`config.mk`:
```
export PLATFORM = sky130hd
export DESIGN_NAME = branch_predictor_flat
export DESIGN_NICKNAME = d
export VERILOG_FILES = /design/src/rtl/branch_predictor_if.sv /design/src/rtl/branch_predictor.sv /design/src/flat_wrapper.sv
export SDC_FILE = /design/constraint.sdc
export NUM_CORES = 2
export LEC_CHECK = 0
export BUFFER_PORTS_ARGS = -buffer_cell sky130_fd_sc_hd__buf_2
export CORE_AREA = 10 10 369 550
export DETAILED_ROUTE_END_ITERATION = 7
export DIE_AREA = 0 0 379 560
export PLACE_DENSITY = 0.78
export SLEW_MARGIN = 20
export SYNTH_ARGS = -nofsm -noshare
export SYNTH_HDL_FRONTEND = slang
export SYNTH_SLANG_ARGS = --single-unit
export TNS_END_PERCENT = 5
```
`constraint.sdc`:
```
create_clock -name clk -period 4.3 [get_ports clk]
set_input_delay 0.215 -clock clk [delete_from_list [all_inputs] [get_ports clk]]
set_output_delay 0.215 -clock clk [all_outputs]
set_load 0.005 [all_outputs]
```
`src/rtl/branch_predictor_if.sv`:
```
`default_nettype none
// ============================================================================
// Module      : branch_predictor_if
// Description : Bundles the fetch lookup, prediction and execute-training
//               signals of the branch predictor.
//               master : fetch/execute side (drives lookup, update, flush)
//               slave  : predictor (drives the predict_* outputs)
// Ports       : flush, lookup_valid, lookup_pc, predict_valid, predict_pc,
//               predict_taken, predict_target, update_valid, update_pc,
//               update_taken, update_target, update_uncond
// Revision    : 1.0 - initial release
// ============================================================================
interface branch_predictor_if;
    logic        flush;
    logic        lookup_valid;
    logic [31:0] lookup_pc;
    logic        predict_valid;
    logic [31:0] predict_pc;
    logic        predict_taken;
    logic [31:0] predict_target;
    logic        update_valid;
    logic [31:0] update_pc;
    logic        update_taken;
    logic [31:0] update_target;
    logic        update_uncond;

    modport master (
        output flush, lookup_valid, lookup_pc,
        output update_valid, update_pc, update_taken, update_target, update_uncond,
        input  predict_valid, predict_pc, predict_taken, predict_target
    );

    modport slave (
        input  flush, lookup_valid, lookup_pc,
        input  update_valid, update_pc, update_taken, update_target, update_uncond,
        output predict_valid, predict_pc, predict_taken, predict_target
    );
endinterface
`default_nettype wire

```
`src/rtl/branch_predictor.sv`:
```
`default_nettype none
// ============================================================================
// Module      : branch_predictor
// Description : Direct-mapped BTB with 2-bit saturating direction counters.
//               One-cycle registered prediction, trained by resolved branches.
// Ports       : clk   - rising-edge clock
//               rst_n - asynchronous active-low reset
//               bp    - branch_predictor_if.slave (lookup/predict/update/flush)
// Revision    : 1.0 - initial release
// ============================================================================
module branch_predictor #(
    parameter int ENTRIES   = 64,
    parameter int TAG_WIDTH = 8
) (
    input  wire logic         clk,
    input  wire logic         rst_n,
    branch_predictor_if.slave bp
);
    localparam int IDX = $clog2(ENTRIES);

    // Table state. valid/ctr/uncond are reset; tag/target are gated by valid.
    logic [ENTRIES-1:0]   valid_q;
    logic [ENTRIES-1:0]   uncond_q;
    logic [1:0]           ctr_q    [ENTRIES];
    logic [TAG_WIDTH-1:0] tag_q    [ENTRIES];
    logic [31:0]          target_q [ENTRIES];

    // Prediction output registers
    logic        predict_valid_q, predict_valid_d;
    logic        predict_taken_q, predict_taken_d;
    logic [31:0] predict_pc_q,     predict_pc_d;
    logic [31:0] predict_target_q, predict_target_d;

    // ---------------- lookup path (reads pre-update contents) ----------------
    logic [IDX-1:0]       lk_idx;
    logic [TAG_WIDTH-1:0] lk_tag;
    logic                 lk_hit;
    logic                 lk_taken;

    assign lk_idx   = bp.lookup_pc[IDX+1:2];
    assign lk_tag   = bp.lookup_pc[IDX+1+TAG_WIDTH:IDX+2];
    assign lk_hit   = valid_q[lk_idx] && (tag_q[lk_idx] == lk_tag);
    assign lk_taken = lk_hit && (uncond_q[lk_idx] || ctr_q[lk_idx][1]);

    always_comb begin
        predict_valid_d  = bp.lookup_valid && !bp.flush;
        predict_pc_d     = predict_pc_q;
        predict_taken_d  = predict_taken_q;
        predict_target_d = predict_target_q;
        // Data registers only load on a surviving lookup; otherwise they hold.
        if (bp.lookup_valid && !bp.flush) begin
            predict_pc_d     = bp.lookup_pc;
            predict_taken_d  = lk_taken;
            predict_target_d = lk_taken ? target_q[lk_idx] : (bp.lookup_pc + 32'd8);
        end
    end

    always_ff @(posedge clk or negedge rst_n) begin
        if (!rst_n) begin
            predict_valid_q  <= 1'b0;
            predict_taken_q  <= 1'b0;
            predict_pc_q     <= 32'd0;
            predict_target_q <= 32'd0;
        end else begin
            predict_valid_q  <= predict_valid_d;
            predict_taken_q  <= predict_taken_d;
            predict_pc_q     <= predict_pc_d;
            predict_target_q <= predict_target_d;
        end
    end

    assign bp.predict_valid  = predict_valid_q;
    assign bp.predict_taken  = predict_taken_q;
    assign bp.predict_pc     = predict_pc_q;
    assign bp.predict_target = predict_target_q;

    // ---------------- training path ----------------
    logic [IDX-1:0]       up_idx;
    logic [TAG_WIDTH-1:0] up_tag;
    logic                 up_hit;
    logic                 wr_en;
    logic [1:0]           ctr_d;
    logic                 uncond_d;
    logic [31:0]          target_d;

    assign up_idx = bp.update_pc[IDX+1:2];
    assign up_tag = bp.update_pc[IDX+1+TAG_WIDTH:IDX+2];
    assign up_hit = valid_q[up_idx] && (tag_q[up_idx] == up_tag);

    always_comb begin
        wr_en    = 1'b0;
        ctr_d    = ctr_q[up_idx];
        uncond_d = bp.update_uncond;
        target_d = target_q[up_idx];
        if (bp.update_valid) begin
            if (up_hit) begin
                wr_en = 1'b1;
                if (bp.update_taken) begin
                    ctr_d    = (ctr_q[up_idx] == 2'd3) ? 2'd3 : ctr_q[up_idx] + 2'd1;
                    target_d = bp.update_target;
                end else begin
                    ctr_d    = (ctr_q[up_idx] == 2'd0) ? 2'd0 : ctr_q[up_idx] - 2'd1;
                end
                if (bp.update_uncond) begin
                    ctr_d = 2'd3;
                end
            end else if (bp.update_taken) begin
                // Miss + taken: allocate over whatever lives at this index.
                wr_en    = 1'b1;
                ctr_d    = bp.update_uncond ? 2'd3 : 2'd2;
                target_d = bp.update_target;
            end
        end
    end

    always_ff @(posedge clk or negedge rst_n) begin
        if (!rst_n) begin
            valid_q  <= '0;
            uncond_q <= '0;
            for (int i = 0; i < ENTRIES; i++) begin
                ctr_q[i] <= 2'b01;
            end
        end else if (wr_en) begin
            valid_q[up_idx]  <= 1'b1;
            uncond_q[up_idx] <= uncond_d;
            ctr_q[up_idx]    <= ctr_d;
        end
    end

    always_ff @(posedge clk) begin
        if (wr_en) begin
            tag_q[up_idx]    <= up_tag;
            target_q[up_idx] <= target_d;
        end
    end
endmodule
`default_nettype wire

```
`src/flat_wrapper.sv`:
```
// flat-port wrapper written by rule: the top's interface ports become plain ports
module branch_predictor_flat 
#(
    parameter int ENTRIES   = 64,
    parameter int TAG_WIDTH = 8
)
  (clk, rst_n, bp_flush, bp_lookup_valid, bp_lookup_pc, bp_update_valid, bp_update_pc, bp_update_taken, bp_update_target, bp_update_uncond, bp_predict_valid, bp_predict_pc, bp_predict_taken, bp_predict_target);
  branch_predictor_if bp_i ();
  input  wire logic clk;
  input  wire logic rst_n;
  input wire logic [$bits(bp_i.flush)-1:0] bp_flush;
  input wire logic [$bits(bp_i.lookup_valid)-1:0] bp_lookup_valid;
  input wire logic [$bits(bp_i.lookup_pc)-1:0] bp_lookup_pc;
  input wire logic [$bits(bp_i.update_valid)-1:0] bp_update_valid;
  input wire logic [$bits(bp_i.update_pc)-1:0] bp_update_pc;
  input wire logic [$bits(bp_i.update_taken)-1:0] bp_update_taken;
  input wire logic [$bits(bp_i.update_target)-1:0] bp_update_target;
  input wire logic [$bits(bp_i.update_uncond)-1:0] bp_update_uncond;
  output wire logic [$bits(bp_i.predict_valid)-1:0] bp_predict_valid;
  output wire logic [$bits(bp_i.predict_pc)-1:0] bp_predict_pc;
  output wire logic [$bits(bp_i.predict_taken)-1:0] bp_predict_taken;
  output wire logic [$bits(bp_i.predict_target)-1:0] bp_predict_target;
  assign bp_i.flush = bp_flush;
  assign bp_i.lookup_valid = bp_lookup_valid;
  assign bp_i.lookup_pc = bp_lookup_pc;
  assign bp_i.update_valid = bp_update_valid;
  assign bp_i.update_pc = bp_update_pc;
  assign bp_i.update_taken = bp_update_taken;
  assign bp_i.update_target = bp_update_target;
  assign bp_i.update_uncond = bp_update_uncond;
  assign bp_predict_valid = bp_i.predict_valid;
  assign bp_predict_pc = bp_i.predict_pc;
  assign bp_predict_taken = bp_i.predict_taken;
  assign bp_predict_target = bp_i.predict_target;
  branch_predictor #(.ENTRIES(ENTRIES), .TAG_WIDTH(TAG_WIDTH)) u_core (.clk(clk), .rst_n(rst_n), .bp(bp_i));
endmodule
```
Word-level counts from Yosys, hierarchy flattened --
Memories as Yosys holds them, arrays and structs flattened. Index checks and enable logic that the tools add are counted.
Storage, ports and cells: flip-flop bits (word level) 322, bits in latches 0, RAM bits 2560, ROM bits 0, bits of input ports 103, output and inout port bits 66, logic and storage cells 133, memories 2
Cells by class: add/subtract/negate cells 3, multipliers 0, div/mod/pow operators 0, magnitude comparators 6, eq/ne operators 5, shifts and indexed selects 0, muxes and demuxes 34, bitwise gates (word level) 3, reductions and logical operators 10
Memories:
- u_core.target_q | words 64, width 32, rd ports 1, clocked after memory_dff 0, wr ports 1, line branch_predictor.sv:26 | logic [31:0] target_q [ENTRIES];
- u_core.tag_q | words 64, width 8, rd ports 2, clocked after memory_dff 0, wr ports 1, line branch_predictor.sv:25 | logic [TAG_WIDTH-1:0] tag_q [ENTRIES];
Operator list (number):
- bitwise mux 128 bit | 1
- 2-to-1 mux 32 bit | 3
- bitwise mux 64 bit | 1
- OR 64 bit | 1
- adder 32 x 4 -> 32 bit, second input constant | 1
- binary-select mux 2 bit (select 6 bit) | 2
- 2-to-1 mux 2 bit | 12
- binary-select mux 1 bit (select 6 bit) | 3
- equality test 8 bit | 2
- greater-or-equal comparator 7 bit, second input constant | 2
- < comparator 6 x 7 -> 1 bit, second input constant | 2
- inverter 6 -> 7 bit | 2
- demux 2 bit (select 6 bit) | 1
- 2-to-1 mux 1 bit | 10
- < comparator 7 x 1 -> 1 bit, second input constant | 1
- demux 1 bit (select 6 bit) | 1
- greater-or-equal comparator 6 x 1 -> 1 bit, second input constant | 1
- logical AND 1 bit | 6
- AND reduction 3 bit | 1
- adder 2 x 1 -> 2 bit, second input constant | 1
- equality test 2 bit, second input constant | 1
- logical NOT 2 bit | 1
- != test 2 bit, second input constant | 1
- subtractor 2 x 1 -> 2 bit, second input constant | 1
- other kinds (3) | 3

Depth between registers and ports, before layout --
depth after elaboration 11, gate-level depth with buffers 18, mapped depth without buffers 10

Worst setup path after synthesis --
No wires, ideal clock.
path type input port to flip-flop, start point input port bp_update_pc[4], end point memory u_core.target_q[22][0], enable pin, arrival 3.574 ns, path slack 0.305 ns, stages on the path 10, buffers on the path 8, path through buf_4 -> buf_6 -> buf_6 -> buf_4 -> buf_4 -> clkbuf_1 -> nand2_1 -> clkbuf_1 -> clkbuf_1 -> nor2_1
On the way: word-level cells in the longest chain between the ends 8
Ends and longest elaborated chain:
- from (decl) | line flat_wrapper.sv:15 | input wire logic [$bits(bp_i.update_pc)-1:0] bp_update_pc;
- memory (64 x 8 bit) / binary-select mux 1 bit (select 6 bit) (equally long branches)
- equality test 8 bit / 2-to-1 mux 1 bit (equally long branches) | line branch_predictor.sv:88 | assign up_hit = valid_q[up_idx] && (tag_q[up_idx] == up_tag);
- logical AND 1 bit | line branch_predictor.sv:88
- 2-to-1 mux 1 bit | line branch_predictor.sv:96 | if (up_hit) begin
- 2-to-1 mux 1 bit | line branch_predictor.sv:95 | if (bp.update_valid) begin
- 2-to-1 mux 1 bit | line branch_predictor.sv:131 | if (wr_en) begin
- 2-to-1 mux 1 bit (not written as such) | line branch_predictor.sv:133 | target_q[up_idx] <= target_d;
- AND reduction 3 bit (no source line)
- to (decl) | line branch_predictor.sv:26
Several ways; a longest one is shown, not always the timed one. The select of a mux whose other input is x is not followed.

Final worst setup path --
start point register u_core.ctr_q[85] in the netlist's numbering, end point register u_core.predict_target_q[9], in the netlist u_core.bp.predict_target[9]
On the way: word-level cells in the longest chain between the ends 6
Ends and longest elaborated chain:
- from (decl) | line branch_predictor.sv:24 | logic [1:0] ctr_q [ENTRIES];
- from (signal, indexed assignment) | line branch_predictor.sv:126 | ctr_q[up_idx] <= ctr_d;
- binary-select mux 2 bit (select 6 bit) | line branch_predictor.sv:43 | assign lk_taken = lk_hit && (uncond_q[lk_idx] || ctr_q[lk_idx][1]);
- 2-to-1 mux 2 bit (not written as such) (2 in a row) | line branch_predictor.sv:43
- logical OR 1 bit | line branch_predictor.sv:43
- logical AND 1 bit | line branch_predictor.sv:43
- 2-to-1 mux 32 bit | line branch_predictor.sv:54 | predict_target_d = lk_taken ? target_q[lk_idx] : (bp.lookup_pc + 32'd8);
- to (signal assigned) | line branch_predictor.sv:68 | predict_target_q <= predict_target_d;
- to (decl) | line branch_predictor.sv:32 | logic [31:0] predict_target_q, predict_target_d;
Every way passes these cells. The select of a mux whose other input is x is not followed. A chain may end at the register's enable or synchronous reset.

==> impl.org <==
** CTS
- After clock tree synthesis, the clock-pin slew on the worst setup and hold paths is 0.06 ns.
- Insertion delay to the later sink of the worst-skew pair :: 0.87 ns
- Clock tree from TritonCTS :: done
- Once the clock tree was built, the setup fixing pass inserted 0 buffers.
- CTS H-tree lvls :: 5
- Counting every sink on the clock net gives 2882.
- Deepest clock path buffer count :: 4
- CTS Buf Count :: 268
- The cell sitting at the root of the clock tree is a clkbuf_16.

** Power
- Overall power after layout :: 0.05979 W
- Power per cell area :: 438.4 mW/mm2
- Pleak :: 46.58 nW
- Maximum VDD drop :: 398.9 uV

** Setup path
- Highest fanout seen on the critical path :: 13
- WS Path Type :: reg2reg
- Data on the critical path is required at its endpoint by 5.10 ns.
- Largest stage delay, worst path :: 0.82 ns
- The critical path goes through nor2_1 -> mux4_2 -> a32o_1 -> a211oi_1 -> buf_4 -> or4_1 -> o2111ai_1 -> nand4b_1 -> nand4b_1 -> buf_12 -> a2111oi_2 -> buf_4 -> a221o_1.
- STA classifies the critical path endpoint as a register.
- Standard cell with the maximum stage delay on the critical path :: a2111oi_2
- Type of origin of the critical path :: register
- Data arrives at the worst endpoint at 5.08 ns.

** Finish
- Net count, final :: 6856
- Layout cells sized above 1 :: 33.19%
- Final Instance Area :: 0.1364 mm2
- The area growth from synthesis to layout is 14.83%.
- At the end of the flow the core is filled with cells to 70.57%.

** Placement
- Buffers placed on the I/O ports in this run total 150.
- Routability-driven placement finished with a final weighted congestion of 1.019.
- Worst slack at placement :: -0.4662 ns
- Detailed placement finished with a half-perimeter wire length of 227700 um.
- Once placement finished, the instance area stood at 0.1272 mm2.

** Floorplan
- The floorplan has 198 rows.
- Core region area :: 0.1932 mm2
- The die is 560 um tall.
- The die covers 0.2122 mm2.
- For this configuration, the core starts out at a cell density of 61.46%.
- Number of top-level pins :: 169
- The die is 379 um wide.

** Logic synthesis
- Of the synthesized area, sequential elements account for 71.58%.
- Post-synthesis cell area :: 0.1188 mm2
- Mean post-synth cell area :: 19.48 um2
- Primary FF master, synth :: edfxtp_1
- After synthesis, the netlist uses 92 different library cells.
- The synthesized design contains 2560 enable-type register cells.
- Synthesis produced a netlist with a net count of 6202.
- Post-Synthesis Cells :: 6098
- For this run, the number of Yosys warnings is 0.
- Synthesis inferred 2882 register bits.
- FFs w/ async S/R, synth :: 11.17%

** STA
- Post-route fraction of the period consumed by the critical path :: 99.34%
- Relative max-transition margin :: 20.97%
- For the pin with the worst max-slew slack, the measured transition is 1.181 ns.
- The final count of pins violating max slew was 0.
- The routed design could run at a clock period as short as 4.272 ns.
- Unrepaired setup endpoints after global routing :: no
- For this run, the top clock speed supported by timing is 234.1 MHz.
- The number of hold violations in the final report is 0.
- The tightest hold path in the finished design has a slack of 0.005924 ns.
- The worst path meets setup with 0.02819 ns of slack.
- Number of setup violations in the final report :: 0
- Between clock sinks in the finished design, the worst skew comes to 0.05523 ns.

** Status
- Outcome :: completed

** Global route
- The initial antenna violation count was 20.
- Maximum number of pins on one net before global-route repair :: 163
- Global routing consumed, over all layers together, 36.25% of the routing resources.
- The first global-routing pass estimated 540600 um of wire.
- Global routing finished with a remaining overflow of 0.
- The number of global-route vias before repair came to 71880.

** Drt
- In the routed design, unresolved DRC markers number 0.
- Violation count after the first detailed-route iteration :: 10840
- Number of vias in the routed layout :: 70340
- Dividing the detail-routed wire length by the instance count gives 40.88 um.
- The detail route stage leaves a number of antenna-violating nets equal to 0.
- DRT Pass-1 Iters :: 7
- Summed over all layers, the routed wires come to 386700 um.
- Post-DR vias/cell :: 7.436

** Job
- Max cap viols :: 0

** Hold path
- Type of the tightest min-delay check :: in2async
## synth_stat cells (all sizes together), types with 26 or more instances
library cell / number / area (um2)
nand2: 226 / 848.3
buf: 226 / 1349
xnor2: 26 / 227.7
dfrtp: 258 / 6456
edfxtp: 2560 / 76870
o221ai: 49 / 429.2
a2bb2oi: 48 / 420.4
mux4: 716 / 16130
clkbuf: 189 / 714.4
a221oi: 52 / 468.0
o22ai: 97 / 606.8
a211oi: 45 / 337.8
nor3: 146 / 1414
mux2: 205 / 2312
dfstp: 64 / 1682
nand3: 31 / 155.2
a22oi: 105 / 788.3
a21oi: 95 / 479.2
mux2i: 254 / 2542
a31oi: 33 / 206.5
o21ai: 120 / 611.8
nor2: 164 / 630.6
or2: 69 / 431.7
## worst max-delay path: cells and delay by family (launching register included)
kind            cells  cell delay, ns
compound gates      5            1.96
simple gates        4            0.73
buf+inv             3            0.63
mux                 1            0.48
flops               1            0.42
## registers in the layout (all words and copies together), names as in the netlist
register	flops
u_core.bp.predict_pc	32
u_core.bp.predict_taken	1
u_core.bp.predict_target	32
u_core.bp.predict_valid	1
u_core.ctr_q	128
u_core.tag_q	512
u_core.target_q	2048
u_core.uncond_q	64
u_core.valid_q	64
## area by class of cell
type                            count  area, um2
Tap cell                         2500       3128
Sequential cell                  2882      85010
Antenna cell                        9      22.52
Inverter                           17      73.82
Multi-Input combinational cell   2784      32200
Timing Repair Buffer              799       7316
Fill cell                       11230      56860
Clock inverter                    138       1413
Clock buffer                      330       7208
## where the power goes
part           switching (W)  internal, W  leakage (nW)
logic                0.00281      0.00178          15.3
registers           0.000279       0.0309          27.1
clock network         0.0106       0.0135          4.20
## through the flow
| step | std cells | setup TNS (ns) |
|---|---|---|
| floorplan | 6098 | 0 |
| global placement | 8933 | -294.78 |
| detailed placement | 8934 | -129.15 |
| CTS | 9433 | 0 |
| global route | 9453 | 0 |
| finish | 9459 | 0 |
## repair_timing
item | in CTS | in global routing
setup endpoints to repair | 0 | 164
gates resized for setup | 0 | 3
hold endpoints to repair | 220 | 936
hold buffers | 31 | 16
## worst paths after layout
| kind | from | to | slack (ns) | depth (start not counted) |
|---|---|---|---|---|
| max | u_core.ctr_q[85]$_DFFE_PN0P_ | u_core.bp.predict_target[9]$_DFFE_PN0P_ | 0.03 | 13 |
| min | rst_n | u_core.valid_q[47]$_DFFE_PN0P_ | 0.006 | 2 |
| max reg2reg | u_core.ctr_q[85]$_DFFE_PN0P_ | u_core.bp.predict_target[9]$_DFFE_PN0P_ | 0.03 | 13 |
| min reg2reg | u_core.bp.predict_pc[4]$_DFFE_PN0P_ | u_core.bp.predict_pc[4]$_DFFE_PN0P_ | 0.47 | 2 |
| max in group asynchronous | rst_n | u_core.ctr_q[70]$_DFFE_PN1P_ | 3.06 | 3 |
| min in group clk | bp_update_target[10] | u_core.target_q[55][10]$_DFFE_PP_ | 0.08 | 1 |
## kinds of logic (layout without fill, tap and decap cells)
kind of cell | Yosys count | after routing | share of synthesized area, %
XOR/XNOR | 39 | 39 | 0.2876
adder cells (fa/ha/maj) | 3 | 3 | 0.02844
other | 0 | 9 | 0
buffers and inverters | 432 | 1284 | 1.791
multiplexers | 1175 | 1175 | 17.67
AND/OR/NAND/NOR | 759 | 759 | 3.722
flip-flops | 2882 | 2882 | 71.58
AO/OA/AOI/OAI | 808 | 808 | 4.922
## layer usage
| metal | share of wire [%] | track usage [%] |
|---|---|---|
| met5 | 0.031 | 0 |
| met4 | 9.6 | 28.24 |
| met3 | 11 | 9.171 |
| met2 | 48 | 57.59 |
| met1 | 31 | 42.04 |
## layout by cell type, fill, tap and decap left out, drive strengths merged, types with 13 or more instances in the layout
master / netlist / routed
xor2: 13 / 13
xnor2: 26 / 26
a22oi: 105 / 105
dfrtp: 258 / 258
a221o: 25 / 25
dfstp: 64 / 64
mux2i: 254 / 254
a21oi: 95 / 95
a221oi: 52 / 52
nand2: 226 / 226
inv: 14 / 24
a2111oi: 23 / 23
clkinv: 3 / 95
clkbuf: 189 / 330
nand3: 31 / 31
o21ai: 120 / 120
dlygate4sd3: 0 / 47
bufinv: 0 / 25
o21ba: 17 / 17
a2bb2oi: 48 / 48
nor2b: 14 / 14
or2: 69 / 69
mux4: 716 / 716
o221ai: 49 / 49
edfxtp: 2560 / 2560
a211oi: 45 / 45
buf: 226 / 752
nor2: 164 / 164
nor3: 146 / 146
mux2: 205 / 205
o22ai: 97 / 97
and2: 18 / 18
a31oi: 33 / 33
No activity file was read; power rests on OpenSTA's default activity.
